## src/rtl/raizing_rom_arbiter_if.sv

```systemverilog
// rtl/raizing_rom_arbiter_if.sv - SDRAM bank read port shared by the ROM arbiter
interface raizing_rom_arbiter_if #(
  parameter int AW = 22
);
  logic [AW-1:0] BA_ADDR;
  logic          BA_RD;
  logic          BA_ACK;
  logic          BA_DOK;
  logic [15:0]   DATA_READ;

  modport master (
    output BA_ADDR,
    output BA_RD,
    input  BA_ACK,
    input  BA_DOK,
    input  DATA_READ
  );

  modport slave (
    input  BA_ADDR,
    input  BA_RD,
    output BA_ACK,
    output BA_DOK,
    output DATA_READ
  );
endinterface

```

## src/rtl/raizing_rom_arbiter.sv

```systemverilog
// rtl/raizing_rom_arbiter.sv - N-channel cached ROM read arbiter onto one SDRAM bank port
module raizing_rom_arbiter #(
  parameter int              NCH    = 4,
  parameter int              AW     = 22,
  parameter logic [NCH-1:0]  WIDE   = '0,
  parameter logic [NCH-1:0]  PRIO   = '0,
  parameter logic [NCH*AW-1:0] OFFSET = '0
) (
  input  logic                CLK,
  input  logic                RESET,
  input  logic [NCH-1:0]      CH_CS,
  input  logic [NCH*AW-1:0]   CH_ADDR,
  output logic [NCH*32-1:0]   CH_DOUT,
  output logic [NCH-1:0]      CH_OK,
  raizing_rom_arbiter_if.master ba
);
  localparam int CW = (NCH > 1) ? $clog2(NCH) : 1;

  typedef enum logic [1:0] {S_IDLE, S_REQ, S_DATA, S_DONE} state_t;

  state_t          state_q, state_d;
  logic [CW-1:0]   gch_q, gch_d;
  logic [CW-1:0]   rr_q, rr_d;
  logic [AW-1:0]   gaddr_q, gaddr_d;
  logic [AW-1:0]   ba_addr_q, ba_addr_d;
  logic            wide_q, wide_d;
  logic            wcnt_q, wcnt_d;
  logic [31:0]     buf_q, buf_d;

  logic [AW-1:0]   tag_q  [NCH];
  logic [31:0]     dout_q [NCH];
  logic [NCH-1:0]  valid_q;

  logic [NCH-1:0]  hit;
  logic [NCH-1:0]  pend;
  logic            gnt_vld;
  logic [CW-1:0]   gnt_idx;
  logic [CW-1:0]   rr_idx;

  // A channel hits when its cached tag matches the address it is presenting now
  always_comb begin
    hit = '0;
    for (int i = 0; i < NCH; i++) begin
      hit[i] = valid_q[i] && (tag_q[i] == CH_ADDR[i*AW +: AW]);
    end
  end

  assign pend  = CH_CS & ~hit;
  assign CH_OK = CH_CS & hit;

  for (genvar g = 0; g < NCH; g++) begin : g_dout
    assign CH_DOUT[g*32 +: 32] = dout_q[g];
  end

  assign ba.BA_RD   = (state_q == S_REQ);
  assign ba.BA_ADDR = ba_addr_q;

  // Grant: lowest pending fixed-priority channel, else round-robin after the last non-priority grant
  always_comb begin
    gnt_vld = 1'b0;
    gnt_idx = '0;
    rr_idx  = '0;
    for (int i = NCH - 1; i >= 0; i--) begin
      if (pend[i] && PRIO[i]) begin
        gnt_vld = 1'b1;
        gnt_idx = CW'(i);
      end
    end
    if (!gnt_vld) begin
      // Walk the search order backwards so the nearest candidate is written last
      for (int k = NCH; k >= 1; k--) begin
        rr_idx = CW'((int'(rr_q) + k) % NCH);
        if (pend[rr_idx] && !PRIO[rr_idx]) begin
          gnt_vld = 1'b1;
          gnt_idx = rr_idx;
        end
      end
    end
  end

  // Transaction sequencing: grant, hold the request until accepted, collect words, then fill
  always_comb begin
    state_d   = state_q;
    gch_d     = gch_q;
    rr_d      = rr_q;
    gaddr_d   = gaddr_q;
    ba_addr_d = ba_addr_q;
    wide_d    = wide_q;
    wcnt_d    = wcnt_q;
    buf_d     = buf_q;
    case (state_q)
      S_IDLE: begin
        if (gnt_vld) begin
          gch_d     = gnt_idx;
          gaddr_d   = CH_ADDR[gnt_idx*AW +: AW];
          ba_addr_d = CH_ADDR[gnt_idx*AW +: AW] + OFFSET[gnt_idx*AW +: AW];
          wide_d    = WIDE[gnt_idx];
          wcnt_d    = 1'b0;
          buf_d     = '0;
          state_d   = S_REQ;
        end
      end
      S_REQ: begin
        if (ba.BA_ACK) state_d = S_DATA;
      end
      S_DATA: begin
        if (ba.BA_DOK) begin
          if (!wcnt_q) buf_d[15:0]  = ba.DATA_READ;
          else         buf_d[31:16] = ba.DATA_READ;
          if (wcnt_q || !wide_q) state_d = S_DONE;
          else                   wcnt_d  = 1'b1;
        end
      end
      S_DONE: begin
        if (!PRIO[gch_q]) rr_d = gch_q;
        state_d = S_IDLE;
      end
      default: state_d = S_IDLE;
    endcase
  end

  // Transaction registers
  always_ff @(posedge CLK) begin
    if (RESET) begin
      state_q   <= S_IDLE;
      gch_q     <= '0;
      rr_q      <= '0;
      gaddr_q   <= '0;
      ba_addr_q <= '0;
      wide_q    <= 1'b0;
      wcnt_q    <= 1'b0;
      buf_q     <= '0;
    end else begin
      state_q   <= state_d;
      gch_q     <= gch_d;
      rr_q      <= rr_d;
      gaddr_q   <= gaddr_d;
      ba_addr_q <= ba_addr_d;
      wide_q    <= wide_d;
      wcnt_q    <= wcnt_d;
      buf_q     <= buf_d;
    end
  end

  // Per-channel caches: filled against the latched address when a transaction finishes
  always_ff @(posedge CLK) begin
    if (RESET) begin
      valid_q <= '0;
      for (int i = 0; i < NCH; i++) begin
        tag_q[i]  <= '0;
        dout_q[i] <= '0;
      end
    end else if (state_q == S_DONE) begin
      valid_q[gch_q] <= 1'b1;
      tag_q[gch_q]   <= gaddr_q;
      dout_q[gch_q]  <= wide_q ? buf_q : {16'h0000, buf_q[15:0]};
    end
  end
endmodule

```

## src/flat_wrapper.sv

```systemverilog
// flat-port wrapper written by rule: the top's interface ports become plain ports
module raizing_rom_arbiter_flat 
#(
  parameter int              NCH    = 4,
  parameter int              AW     = 22,
  parameter logic [NCH-1:0]  WIDE   = '0,
  parameter logic [NCH-1:0]  PRIO   = '0,
  parameter logic [NCH*AW-1:0] OFFSET = '0
)
  (CLK, RESET, CH_CS, CH_ADDR, CH_DOUT, CH_OK, ba_BA_ADDR, ba_BA_RD, ba_BA_ACK, ba_BA_DOK, ba_DATA_READ);
  raizing_rom_arbiter_if #(.AW(AW)) ba_i ();
  input  logic CLK;
  input  logic RESET;
  input  logic [NCH-1:0] CH_CS;
  input  logic [NCH*AW-1:0] CH_ADDR;
  output logic [NCH*32-1:0] CH_DOUT;
  output logic [NCH-1:0] CH_OK;
  output wire logic [$bits(ba_i.BA_ADDR)-1:0] ba_BA_ADDR;
  output wire logic [$bits(ba_i.BA_RD)-1:0] ba_BA_RD;
  input wire logic [$bits(ba_i.BA_ACK)-1:0] ba_BA_ACK;
  input wire logic [$bits(ba_i.BA_DOK)-1:0] ba_BA_DOK;
  input wire logic [$bits(ba_i.DATA_READ)-1:0] ba_DATA_READ;
  assign ba_BA_ADDR = ba_i.BA_ADDR;
  assign ba_BA_RD = ba_i.BA_RD;
  assign ba_i.BA_ACK = ba_BA_ACK;
  assign ba_i.BA_DOK = ba_BA_DOK;
  assign ba_i.DATA_READ = ba_DATA_READ;
  raizing_rom_arbiter #(.NCH(NCH), .AW(AW), .WIDE(WIDE), .PRIO(PRIO), .OFFSET(OFFSET)) u_core (.CLK(CLK), .RESET(RESET), .CH_CS(CH_CS), .CH_ADDR(CH_ADDR), .CH_DOUT(CH_DOUT), .CH_OK(CH_OK), .ba(ba_i));
endmodule
```

## config.mk

```make
export PLATFORM = sky130hd
export DESIGN_NAME = raizing_rom_arbiter_flat
export DESIGN_NICKNAME = d
export VERILOG_FILES = /design/src/rtl/raizing_rom_arbiter_if.sv /design/src/rtl/raizing_rom_arbiter.sv /design/src/flat_wrapper.sv
export SDC_FILE = /design/constraint.sdc
export NUM_CORES = 1
export LEC_CHECK = 0
export CAP_MARGIN = 20
export CORE_MARGIN = 2
export CORE_UTILIZATION = 40
export DETAILED_ROUTE_END_ITERATION = 8
export PLACE_DENSITY = 0.76
export SYNTH_ARGS = -nofsm -noshare
export SYNTH_HDL_FRONTEND = slang
export SYNTH_SLANG_ARGS = --single-unit
```

## constraint.sdc

```tcl
create_clock -name CLK -period 5.5 [get_ports CLK]
set_input_delay 1.1 -clock CLK [delete_from_list [all_inputs] [get_ports CLK]]
set_output_delay 1.1 -clock CLK [all_outputs]
set_load 0.02 [all_outputs]
```

==> flow_summary.toml <==
[synthesis]
synth_common_cells = "edfxtp_1 (152), nor2_1 (105), buf_4 (64)"
avgSynthCellArea_um2 = 12.1
synth_compound_area_share_pct = 4.88
synth_mux_area_share_pct = 5.70
ys.flop_type = "edfxtp_1"
synthXorXnorAreaFrac_pct = 8.14
syn-instance-count = 783
synth-seq-cells = 201
yosysWarnings = 0
seq_area_frac_synth_pct = 58.6
synth_area_leaders = "edfxtp_1 (48%), dfxtp_1 (10%), buf_4 (5.1%)"
yosysTopAreaCellShare_pct = 48.2
synth_most_common_cell = "edfxtp_1"
synth_area_leader_cell = "edfxtp_1"
synth-edff-count = 152
synthAdderAreaFrac_pct = 0.529
synthArstFlopShare_pct = 0
synthSimpleGateAreaFrac_pct = 13.2
syn_area_um2 = 9470
ys_types = 50
synth_top_family_by_area = "simple AND/OR/NAND/NOR gates"

[sta]
period_needed_ns = 4.76
skew_ns = 0.0215
fin_hold_ws_ns = 0.453
final_hold_viol_count = 0
period_share_pct = 86.5
slew_viol_final = 0
maxSlewHeadroom_pct = 31.0
rsz0062_at_grt = "no"
tightest_slew_ns = 1.03
fmax_mhz = 210
tns_ns = 0
setup_viol = 0

[floorplanning]
initial_core_util_pct = 40.6
die_x_um = 158
die_area_um2 = 24900
die_h_um = 158
rows = 56
io_pins = 267
core_um2 = 23300

[setup_path]
crit_type = "input pin to output port"
worst_ep_arrival_time_ns = 3.66
cp.required_ns = 4.40
cp_max_fo = 3
critPathLaunchType = "input pin"
endpoint_kind = "output port"

[grt]
grt_overflow = 0
grt_pass1_vias = 6480
gr-usage-all-layers_pct = 21.1
grt_max_degree = 41
antenna_found_initial = 1
grt_pass1_wl_um = 38800

[clock_network]
htreeDepth = 1
cts_resized = 0
cts_hold_buf = 0
cts.sinks = 201
numCtsBuffers = 22
cts_tree = "done"
ctsRootBufferMaster = "clkbuf_16"
clk_pin_slew_worst_paths_ns = 0.06
post_cts_buffers = 0
clk_latency_ns = 0.50
cts_max_path_buffers = 3

[cells_and_area]
finalNetCount = 1102
fin_util_pct = 52.8
fin_cells = 1321
num_antenna_cells = 0
syn2layout_area_growth_pct = 30.0
drive_above_1_share_pct = 8.18

[power]
clock_power_share_pct = 33.1
p_int_uw = 3040
powerDensity_nw_per_um2 = 352
p_seq_share_pct = 43.1
vdd_drop_max_v = 0.000226
power_switching_uw = 1290
swShare_pct = 29.9
report.power.total_uw = 4330
p_leak_uw = 0.00477
combPwrFrac_pct = 23.7

[detailed_routing]
first_pass_iters = 5
vias_per_cell = 4.95
vias = 6535
postRouteAntennaNets = 0
wl_um = 26900
wl_per_cell_um = 20.3
drc = 0
drt_first_iter_violations = 615

[worst_hold_path]
hold_class = "flop to flop"

[placement]
gp_congestion = 0.842
dp_hpwl_um = 18800
io_buffer_count = 202
place_inst = 1281

[outcome]
status = "finished, final reports clean"

[job]
cap_violations = 0
[registers in the layout, summed over array words and instances, names as in the netlist]
register / count
u_core.tag_q: 88
u_core.gaddr_q: 1
u_core.wcnt_q: 1
u_core.dout_q: 64
u_core.gch_q: 2
u_core.buf_q: 16
u_core.ba.BA_ADDR: 21
u_core.valid_q: 4
u_core.state_q: 2
u_core.rr_q: 2
[cells by family (layout without fill, tap and decap cells)]
| logic type | count (synthesis) | after routing |
|---|---|---|
| AND/OR/NAND/NOR | 255 | 255 |
| flip-flops | 201 | 201 |
| buffers and inverters | 150 | 306 |
| XOR/XNOR | 88 | 88 |
| AO/OA/AOI/OAI | 58 | 58 |
| multiplexers | 26 | 26 |
| adder cells (fa/ha/maj) | 4 | 4 |
| other | 1 | 64 |
[routing by layer]
metal,GRT usage [%],vias to the layer above,wire (um)
met3,5.64,59,2680
li1,-,2982,-
met4,7.92,2,1010
met1,25.9,3157,10400
met2,35.7,335,12800
met5,0,-,12
[layout by cell type (no fill, tap or decap), types with 2 or more instances in the layout]
master           count
clkdlybuf4s50_1    201
edfxtp_1           152
nor2_1             105
conb_1              64
xnor2_1             54
inv_1               51
dfxtp_1             49
nand2_1             42
and2_1              38
xor2_1              34
a22o_1              23
clkbuf_16           23
nor2b_1             22
mux4_2              21
a22oi_1             16
nand4_1             15
buf_4               12
nor4_1               8
clkinv_2             6
nor3_1               4
a21oi_1              4
mux2i_1              4
nand2b_1             4
ha_1                 4
clkbuf_1             4
nand2_2              3
nand3_1              3
clkinv_1             3
clkbuf_8             3
or2_2                2
o221ai_1             2
a211oi_1             2
nor4_2               2
[final cells by class]
class / count / area, um^2
tap: 319 / 399
multi-input combinational: 495 / 3350
fill: 2004 / 11000
inverter: 51 / 191
timing repair buffer: 215 / 2130
sequential: 201 / 5550
clock buffer: 30 / 632
clock inverter: 10 / 71.3
[worst max-delay path, cell delays in order]
cell             delay [ns]
clkdlybuf4s50_1        0.44
xnor2_1                0.34
nand4_1                0.13
or4_1                  0.62
nor3_1                 0.33
clkdlybuf4s50_1        0.69
[metrics by stage]
step / instance area (um^2) / setup slack, ns
finish: 12300 / 0.743
CTS: 12300 / 0.801
floorplan: 9710 / 1.61
global placement: 11600 / 0.778
global route: 12300 / 0.733
detailed placement: 11600 / 0.821
[power by group through the flow]
| stage | Sequential (uW) | Clock (uW) | Combinational [uW] |
|---|---|---|---|
| 3_3_place_gp | 1900 | 0 | 1020 |
| 3_5_place_dp | 1900 | 0 | 1030 |
| 5_1_grt | 1890 | 1510 | 1090 |
| 2_1_floorplan | 1960 | 0 | 539 |
| 6_report | 1870 | 1440 | 1030 |
| 4_1_cts | 1870 | 1460 | 1030 |
[worst paths after layout]
| kind | start | end | slack (ns) | cells past startpoint |
|---|---|---|---|---|
| hold reg to reg | u_core.valid_q[1]$_SDFFE_PP0N_ | u_core.valid_q[1]$_SDFFE_PP0N_ | 0.45 | 2 |
| hold / removal | u_core.valid_q[1]$_SDFFE_PP0N_ | u_core.valid_q[1]$_SDFFE_PP0N_ | 0.45 | 2 |
| setup / recovery | CH_ADDR[66] | CH_OK[3] | 0.74 | 6 |
| setup reg to reg | u_core.tag_q[0][15]$_SDFFCE_PN0P_ | u_core.ba.BA_ADDR[15]$_SDFFE_PP0P_ | 2.02 | 9 |
No activity file was read; power rests on OpenSTA's default activity.
